===== config.mk =====
export PLATFORM = sky130hd
export DESIGN_NAME = dmem_ctrl
export DESIGN_NICKNAME = d
export VERILOG_FILES = /design/src/rtl/dmem_ctrl.sv
export SDC_FILE = /design/constraint.sdc
export NUM_CORES = 1
export LEC_CHECK = 0
export CORE_AREA = 2 2 133 109
export CTS_BUF_LIST = sky130_fd_sc_hd__clkbuf_8 sky130_fd_sc_hd__clkbuf_16
export CTS_CLUSTER_DIAMETER = 150
export DETAILED_ROUTE_END_ITERATION = 8
export DIE_AREA = 0 0 135 111
export PLACE_DENSITY = 0.85
export SYNTH_ARGS = -nofsm -noshare
export SYNTH_HDL_FRONTEND = slang
export SYNTH_SLANG_ARGS = --single-unit

===== constraint.sdc =====
create_clock -name clk -period 4.3 [get_ports clk]
set_input_delay 1.29 -clock clk [delete_from_list [all_inputs] [get_ports clk]]
set_output_delay 1.29 -clock clk [all_outputs]
set_load 0.02 [all_outputs]

===== src/rtl/dmem_ctrl.sv =====
// dmem_ctrl: data-memory controller for the MEM pipeline stage.
// Turns byte/half/word loads and stores (including LL/SC) into single
// transactions on a simple req/ack word bus with big-endian byte lanes.
// Ports:
//   clk, rst                 clock, asynchronous active-low reset
//   M_MemRead/M_MemWrite     load/store request from EXE/MEM
//   M_MemByte/M_MemHalf      access size (neither set = word)
//   M_MemSignExtend          sign-extend narrow loads
//   M_LLSC                   load-linked / store-conditional qualifier
//   M_ALU_Result, M_ReadData2  byte address, store data
//   ll_clear                 drops the link bit (eret/exception)
//   M_ReadData               registered load data or SC result
//   M_Stall, M_AddrErr       pipeline hold, misalignment flag
//   bus_*                    external word bus
module dmem_ctrl (
  input  logic        clk,
  input  logic        rst,
  input  logic        M_MemRead,
  input  logic        M_MemWrite,
  input  logic        M_MemByte,
  input  logic        M_MemHalf,
  input  logic        M_MemSignExtend,
  input  logic        M_LLSC,
  input  logic [31:0] M_ALU_Result,
  input  logic [31:0] M_ReadData2,
  input  logic        ll_clear,
  output logic [31:0] M_ReadData,
  output logic        M_Stall,
  output logic        M_AddrErr,
  output logic        bus_req,
  output logic        bus_we,
  output logic [29:0] bus_addr,
  output logic [3:0]  bus_be,
  output logic [31:0] bus_wdata,
  input  logic [31:0] bus_rdata,
  input  logic        bus_ack
);

  typedef enum logic [1:0] {
    IDLE = 2'd0,
    REQ  = 2'd1,
    DONE = 2'd2
  } state_t;

  state_t      state_r, next_state_s;
  logic [31:0] rd_data_r;
  logic        bus_req_r, bus_we_r;
  logic [29:0] bus_addr_r;
  logic [3:0]  bus_be_r;
  logic [31:0] bus_wdata_r;
  logic        link_r;
  logic [29:0] link_addr_r;
  // Attributes of the in-flight access, needed when the ack returns.
  logic        acc_load_r, acc_byte_r, acc_half_r, acc_sext_r, acc_ll_r, acc_sc_r;
  logic [1:0]  acc_off_r;

  logic        addr_err_s, access_s, sc_s, sc_ok_s, stall_s;
  logic [3:0]  be_s;
  logic [31:0] wdata_s;

  // Big-endian lane enables: offset 0 selects bits 31:24.
  function automatic logic [3:0] lane_be(input logic is_byte, input logic is_half,
                                         input logic [1:0] off);
    logic [3:0] be;
    if (is_byte) begin
      case (off)
        2'd0:    be = 4'b1000;
        2'd1:    be = 4'b0100;
        2'd2:    be = 4'b0010;
        2'd3:    be = 4'b0001;
        default: be = 4'b0000;
      endcase
    end else if (is_half) begin
      be = off[1] ? 4'b0011 : 4'b1100;
    end else begin
      be = 4'b1111;
    end
    return be;
  endfunction

  // Selects the addressed lane and right-justifies it with sign/zero fill.
  function automatic logic [31:0] load_fmt(input logic [31:0] rdata, input logic is_byte,
                                           input logic is_half, input logic sext,
                                           input logic [1:0] off);
    logic [7:0]  lb;
    logic [15:0] lh;
    logic [31:0] res;
    case (off)
      2'd0:    lb = rdata[31:24];
      2'd1:    lb = rdata[23:16];
      2'd2:    lb = rdata[15:8];
      2'd3:    lb = rdata[7:0];
      default: lb = 8'h00;
    endcase
    lh = off[1] ? rdata[15:0] : rdata[31:16];
    if (is_byte) begin
      res = {{24{sext & lb[7]}}, lb};
    end else if (is_half) begin
      res = {{16{sext & lh[15]}}, lh};
    end else begin
      res = rdata;
    end
    return res;
  endfunction

  assign addr_err_s = (M_MemRead | M_MemWrite) &
                      ((M_MemHalf & ~M_MemByte & M_ALU_Result[0]) |
                       (~M_MemHalf & ~M_MemByte & (M_ALU_Result[1:0] != 2'b00)));
  assign access_s   = (M_MemRead | M_MemWrite) & ~addr_err_s;
  assign sc_s       = M_MemWrite & M_LLSC;
  assign sc_ok_s    = link_r & (M_ALU_Result[31:2] == link_addr_r);
  assign be_s       = lane_be(M_MemByte, M_MemHalf, M_ALU_Result[1:0]);
  assign wdata_s    = M_MemByte ? {4{M_ReadData2[7:0]}} :
                      M_MemHalf ? {2{M_ReadData2[15:0]}} : M_ReadData2;

  // Next-state and stall decode; a failing SC skips the bus entirely.
  always_comb begin
    next_state_s = state_r;
    stall_s      = 1'b0;
    case (state_r)
      IDLE: begin
        if (access_s) begin
          stall_s = 1'b1;
          if (sc_s & ~sc_ok_s) begin
            next_state_s = DONE;
          end else begin
            next_state_s = REQ;
          end
        end else begin
          next_state_s = IDLE;
        end
      end
      REQ: begin
        stall_s = 1'b1;
        if (bus_ack) begin
          next_state_s = DONE;
        end else begin
          next_state_s = REQ;
        end
      end
      DONE:    next_state_s = IDLE;
      default: next_state_s = IDLE;
    endcase
  end

  // State register.
  always_ff @(posedge clk or negedge rst) begin
    if (!rst) begin
      state_r <= IDLE;
    end else begin
      state_r <= next_state_s;
    end
  end

  // Bus request registers, access attributes and load/SC result.
  always_ff @(posedge clk or negedge rst) begin
    if (!rst) begin
      bus_req_r   <= 1'b0;
      bus_we_r    <= 1'b0;
      bus_addr_r  <= 30'd0;
      bus_be_r    <= 4'b0000;
      bus_wdata_r <= 32'd0;
      rd_data_r   <= 32'd0;
      acc_load_r  <= 1'b0;
      acc_byte_r  <= 1'b0;
      acc_half_r  <= 1'b0;
      acc_sext_r  <= 1'b0;
      acc_ll_r    <= 1'b0;
      acc_sc_r    <= 1'b0;
      acc_off_r   <= 2'd0;
    end else begin
      case (state_r)
        IDLE: begin
          if (access_s && sc_s && !sc_ok_s) begin
            rd_data_r <= 32'd0;
          end else if (access_s) begin
            bus_req_r   <= 1'b1;
            bus_we_r    <= M_MemWrite;
            bus_addr_r  <= M_ALU_Result[31:2];
            bus_be_r    <= be_s;
            bus_wdata_r <= wdata_s;
            acc_load_r  <= M_MemRead & ~M_MemWrite;
            acc_byte_r  <= M_MemByte;
            acc_half_r  <= M_MemHalf;
            acc_sext_r  <= M_MemSignExtend;
            acc_ll_r    <= M_MemRead & M_LLSC;
            acc_sc_r    <= sc_s;
            acc_off_r   <= M_ALU_Result[1:0];
          end
        end
        REQ: begin
          if (bus_ack) begin
            bus_req_r <= 1'b0;
            bus_we_r  <= 1'b0;
            if (acc_load_r) begin
              rd_data_r <= load_fmt(bus_rdata, acc_byte_r, acc_half_r, acc_sext_r, acc_off_r);
            end else if (acc_sc_r) begin
              rd_data_r <= 32'd1;
            end
          end
        end
        default: begin
        end
      endcase
    end
  end

  // Link bit: ll_clear overrides a completing LL; a successful SC consumes it.
  always_ff @(posedge clk or negedge rst) begin
    if (!rst) begin
      link_r      <= 1'b0;
      link_addr_r <= 30'd0;
    end else if (ll_clear) begin
      link_r <= 1'b0;
    end else if (state_r == REQ && bus_ack && acc_ll_r) begin
      link_r      <= 1'b1;
      link_addr_r <= bus_addr_r;
    end else if (state_r == REQ && bus_ack && acc_sc_r) begin
      link_r <= 1'b0;
    end
  end

  assign M_ReadData = rd_data_r;
  assign M_Stall    = stall_s;
  assign M_AddrErr  = addr_err_s;
  assign bus_req    = bus_req_r;
  assign bus_we     = bus_we_r;
  assign bus_addr   = bus_addr_r;
  assign bus_be     = bus_be_r;
  assign bus_wdata  = bus_wdata_r;

endmodule

==> out/results.md <==
| Quantity | Value | Unit |
|:---|:---|:---|
| Critical path buffers and inverters | 2 | - |
| Syn_nets | 656 | - |
| Final std cells w/o fill | 956 | - |
| Clock slew at the register clock pins of the worst setup and hold paths | 0.06 | ns |
| Reported max-cap violation count | 0 | - |
| Wirelength per Cell | 18.89 | um |
| Initial antenna violation count | 0 | - |
| Max Clk Rate | 0.2385 | GHz |
| Largest clock skew in the final design | 0.01081 | ns |
| Worst-Margin Slew | 1.084 | ns |
| Standard-cell row count | 39 | - |
| Kind of start point of the critical path | input pin | - |
| Number of antenna diodes | 0 | - |
| Clock latency of the later-clocked register in the worst-skew pair | 0.42 | ns |
| Mux share of post-synthesis cell area | 27.58 | % |
| Final setup violation count | 0 | - |
| Maximum buffer depth of the clock tree | 2 | - |
| Final routed DRC violation total | 0 | - |
| Wire length of the first global-routing pass | 29160 | um |
| Main combinational cell family by area after synthesis | multiplexers | - |
| Number of levels the H-tree was split into | 4 | - |
| Root Driver | clkbuf_16 | - |
| Floorplan core area | 0.01386 | sq mm |
| Number of nets in the finished design | 865 | - |
| Cell at the slowest stage of the critical path | clkdlybuf4s50_1 | - |
| Simple-gate share of the synthesized area | 5.731 | % |
| Placer congestion estimate | 0.8521 | - |
| Crit path arrival time | 2.90 | ns |
| Commonest non-fill, non-tap cell in the layout | clkdlybuf4s50_1 | - |
| Iteration-0 DRC count of the detailed router | 296 | - |
| Routed via count divided by cell count | 5.391 | - |
| Number of distinct library cells after synthesis | 36 | - |
| Kind of capture point of the worst setup path | output pin | - |
| Origin of the critical flop-to-flop path | acc_off_r[1] | - |
| Floorplan die width | 135 | um |
| Number of warning messages in the yosys log | 0 | - |
| Max-slew violations | 0 | - |
| Design Power | 6838 | uW |
| IO Count | 208 | - |
| Number of detailed-routing iterations run before antenna repair | 7 | - |
| Cell repeated most along the worst path | clkdlybuf4s50_1 | - |
| Vias in the first global route | 5532 | - |
| CTS tree | done | - |
| Share of the synthesized area in compound gates (AO/OA/AOI/OAI) | 9.443 | % |
| Hold wc startpoint | M_ReadData[29] | - |
| Filler cell count in the final layout | 977 | - |
| Maximum number of pins on one net before global-route repair | 110 | - |
| Share of the clock period used by the worst path after layout | 97.53 | % |
| Total grt overflow | 0 | - |
| Layout area overhead | 42.38 | % |
| Cell family contributing the most delay on the critical path | buffers and inverters | - |
| Commonest cells after routing, fill and taps aside | 205 x clkdlybuf4s50_1, 141 x dfrtp_1, 49 x mux2_2 | - |
| Outcome | finished, final reports clean | - |
| Die Span Y | 111 | um |
| Ordered cell list for the critical path | clkdlybuf4s50_1 > nand2b_1 > a21oi_2 > nor2b_1 > clkdlybuf4s50_1 | - |
| Placed insts | 924 | - |
| Initial standard-cell utilization of the core | 49.62 | % |
| Routed Wire Length | 18060 | um |
| Hold violation total from the final report | 0 | - |
| Hold slack final | 0.4751 | ns |
| Power per unit of standard cell area | 698.4 | mW/mm^2 |
| Proportion of layout cells with a drive suffix above 1 | 19.43 | % |
| GRT Resource Usage Total | 25.12 | % |
| Synthesis-stage register bit count | 141 | - |
| Synth Area in Adders | 0 | % |
| Largest fanout on the critical path | 2 | - |
| Area share of xor/xnor cells in the synthesized design | 2.675 | % |
| Gate count after technology mapping | 550 | - |
| Final min period | 4.194 | ns |
| Setup Crit Path Kind | in2out | - |
| Crit. Startpoint | M_MemHalf | - |
| Worst rel slew slack | 27.71 | % |
| HPWL Detailed | 12940 | um |
| Register area share after synthesis | 51.31 | % |
| Die Footprint | 0.01499 | sq mm |
| Async set or reset register ratio after synthesis | 100.0 | % |
| P_leak | 0.004505 | uW |
| Max VDD drop | 0.5094 | mV |
| Number of enable flip-flop cells after synthesis | 0 | - |
| Final antenna-violating net count | 0 | - |
| Number of buffers created by CTS | 17 | - |
| Port Buf Inserts | 207 | - |
| Mapped cell area | 0.006877 | sq mm |
| Clock net sink count | 141 | - |
| Top_reg_cell synth | dfrtp_1 | - |
| Syn Area/Cell | 12.50 | sq um |
| Unrepaired setup endpoints after global routing | false | - |
| Largest stage delay, worst path | 0.61 | ns |
| Via total after detailed routing | 5154 | - |
| R2R Setup Slk | 1.80 | ns |
| Critical Path RT | 3.01 | ns |
| Worst hold-check path type | reg2reg | - |
synth_stat cells (14+ instances only):
cell type | count | area [sq um]
o21ai_0 | 47 | 235.2
nand2_1 | 26 | 97.59
mux2_1 | 27 | 304.0
a21o_1 | 24 | 180.2
mux2_4 | 40 | 600.6
nor2_1 | 14 | 52.55
dfrtp_1 | 141 | 3528
inv_1 | 15 | 56.30
mux2i_1 | 26 | 260.3
a21oi_1 | 30 | 150.1
mux2_2 | 49 | 551.8
clkbuf_1 | 18 | 67.56
xnor2_1 | 16 | 140.1
sequential cells by signal, summed over array words and instances (netlist names), 2 cells and up:
| name | cells |
|---|---|
| bus_be | 4 |
| M_ReadData | 32 |
| bus_addr | 30 |
| link_addr_r | 30 |
| state_r | 2 |
| acc_off_r | 2 |
| bus_wdata | 32 |
worst register-to-register path, cell delays in order, from the launching register on:
cell      delay, ns
dfrtp_1        0.67
nand2b_1       0.83
mux2_2         0.42
mux2i_1        0.16
a21oi_1        0.09
a21oi_1        0.16
nor2_1         0.05
what timing repair did:
action,CTS,global route
hold buffers,0,0
gates resized for setup,2,0
buffers inserted,0,0
setup endpoints to repair,2,0
endpoints found under the hold margin,0,0
metal layers:
metal  track usage, %  wire (um)
met1            30.41       7289
met2            41.96       9009
met3            9.648       1407
met4            7.014        348
met5                0          0
through the flow:
stage | cell area [sq um] | setup WS (ns) | utilization [%] | TNS [ns]
6_report | 9791 | 0.1063 | 70.65 | 0
5_1_grt | 9791 | 0.02268 | 70.65 | 0
4_1_cts | 9791 | 0.07193 | 70.65 | 0
3_5_place_dp | 9164 | -0.1686 | 66.13 | -0.1960
3_3_place_gp | 9164 | -0.1424 | 66.13 | -0.1424
2_1_floorplan | 6877 | 1.041 | - | 0
report_power, final:
part           internal, uW  leakage (uW)  switching, uW  total [uW]
logic                  1600       0.00245           1310        2900
registers              1910       0.00175            488        2400
clock network           963      0.000299            572        1540
total                  4470       0.00450           2370        6840
layout make-up:
cell class,count,area (sq um),area share [%]
Clock buffer,20,466.7,4.767
Clock inverter,12,157.7,1.610
Inverter,15,56.30,0.5751
Multi-Input combinational cell,362,3142,32.09
Sequential cell,141,3528,36.04
Tap cell,184,230.2,2.351
Timing Repair Buffer,222,2210,22.57
cells by family after synthesis:
kind of cell | Yosys count
muxes | 150
DFF | 141
and+or+nand+nor | 80
buffers and inverters | 47
xor gates and xnor gates | 21
AOI/OAI and AO/OA | 111
path summary, 6_finish.rpt:
kind,endpoint,cells after the start
worst max-delay path,M_AddrErr,5
worst min-delay path,M_ReadData[29],1
worst max register to register,M_ReadData[0],6
worst min register to register,M_ReadData[29],1
max in group asynchronous,bus_wdata[13],2
min in group asynchronous,link_addr_r[17],1
(Power assumes the default switching activity.)
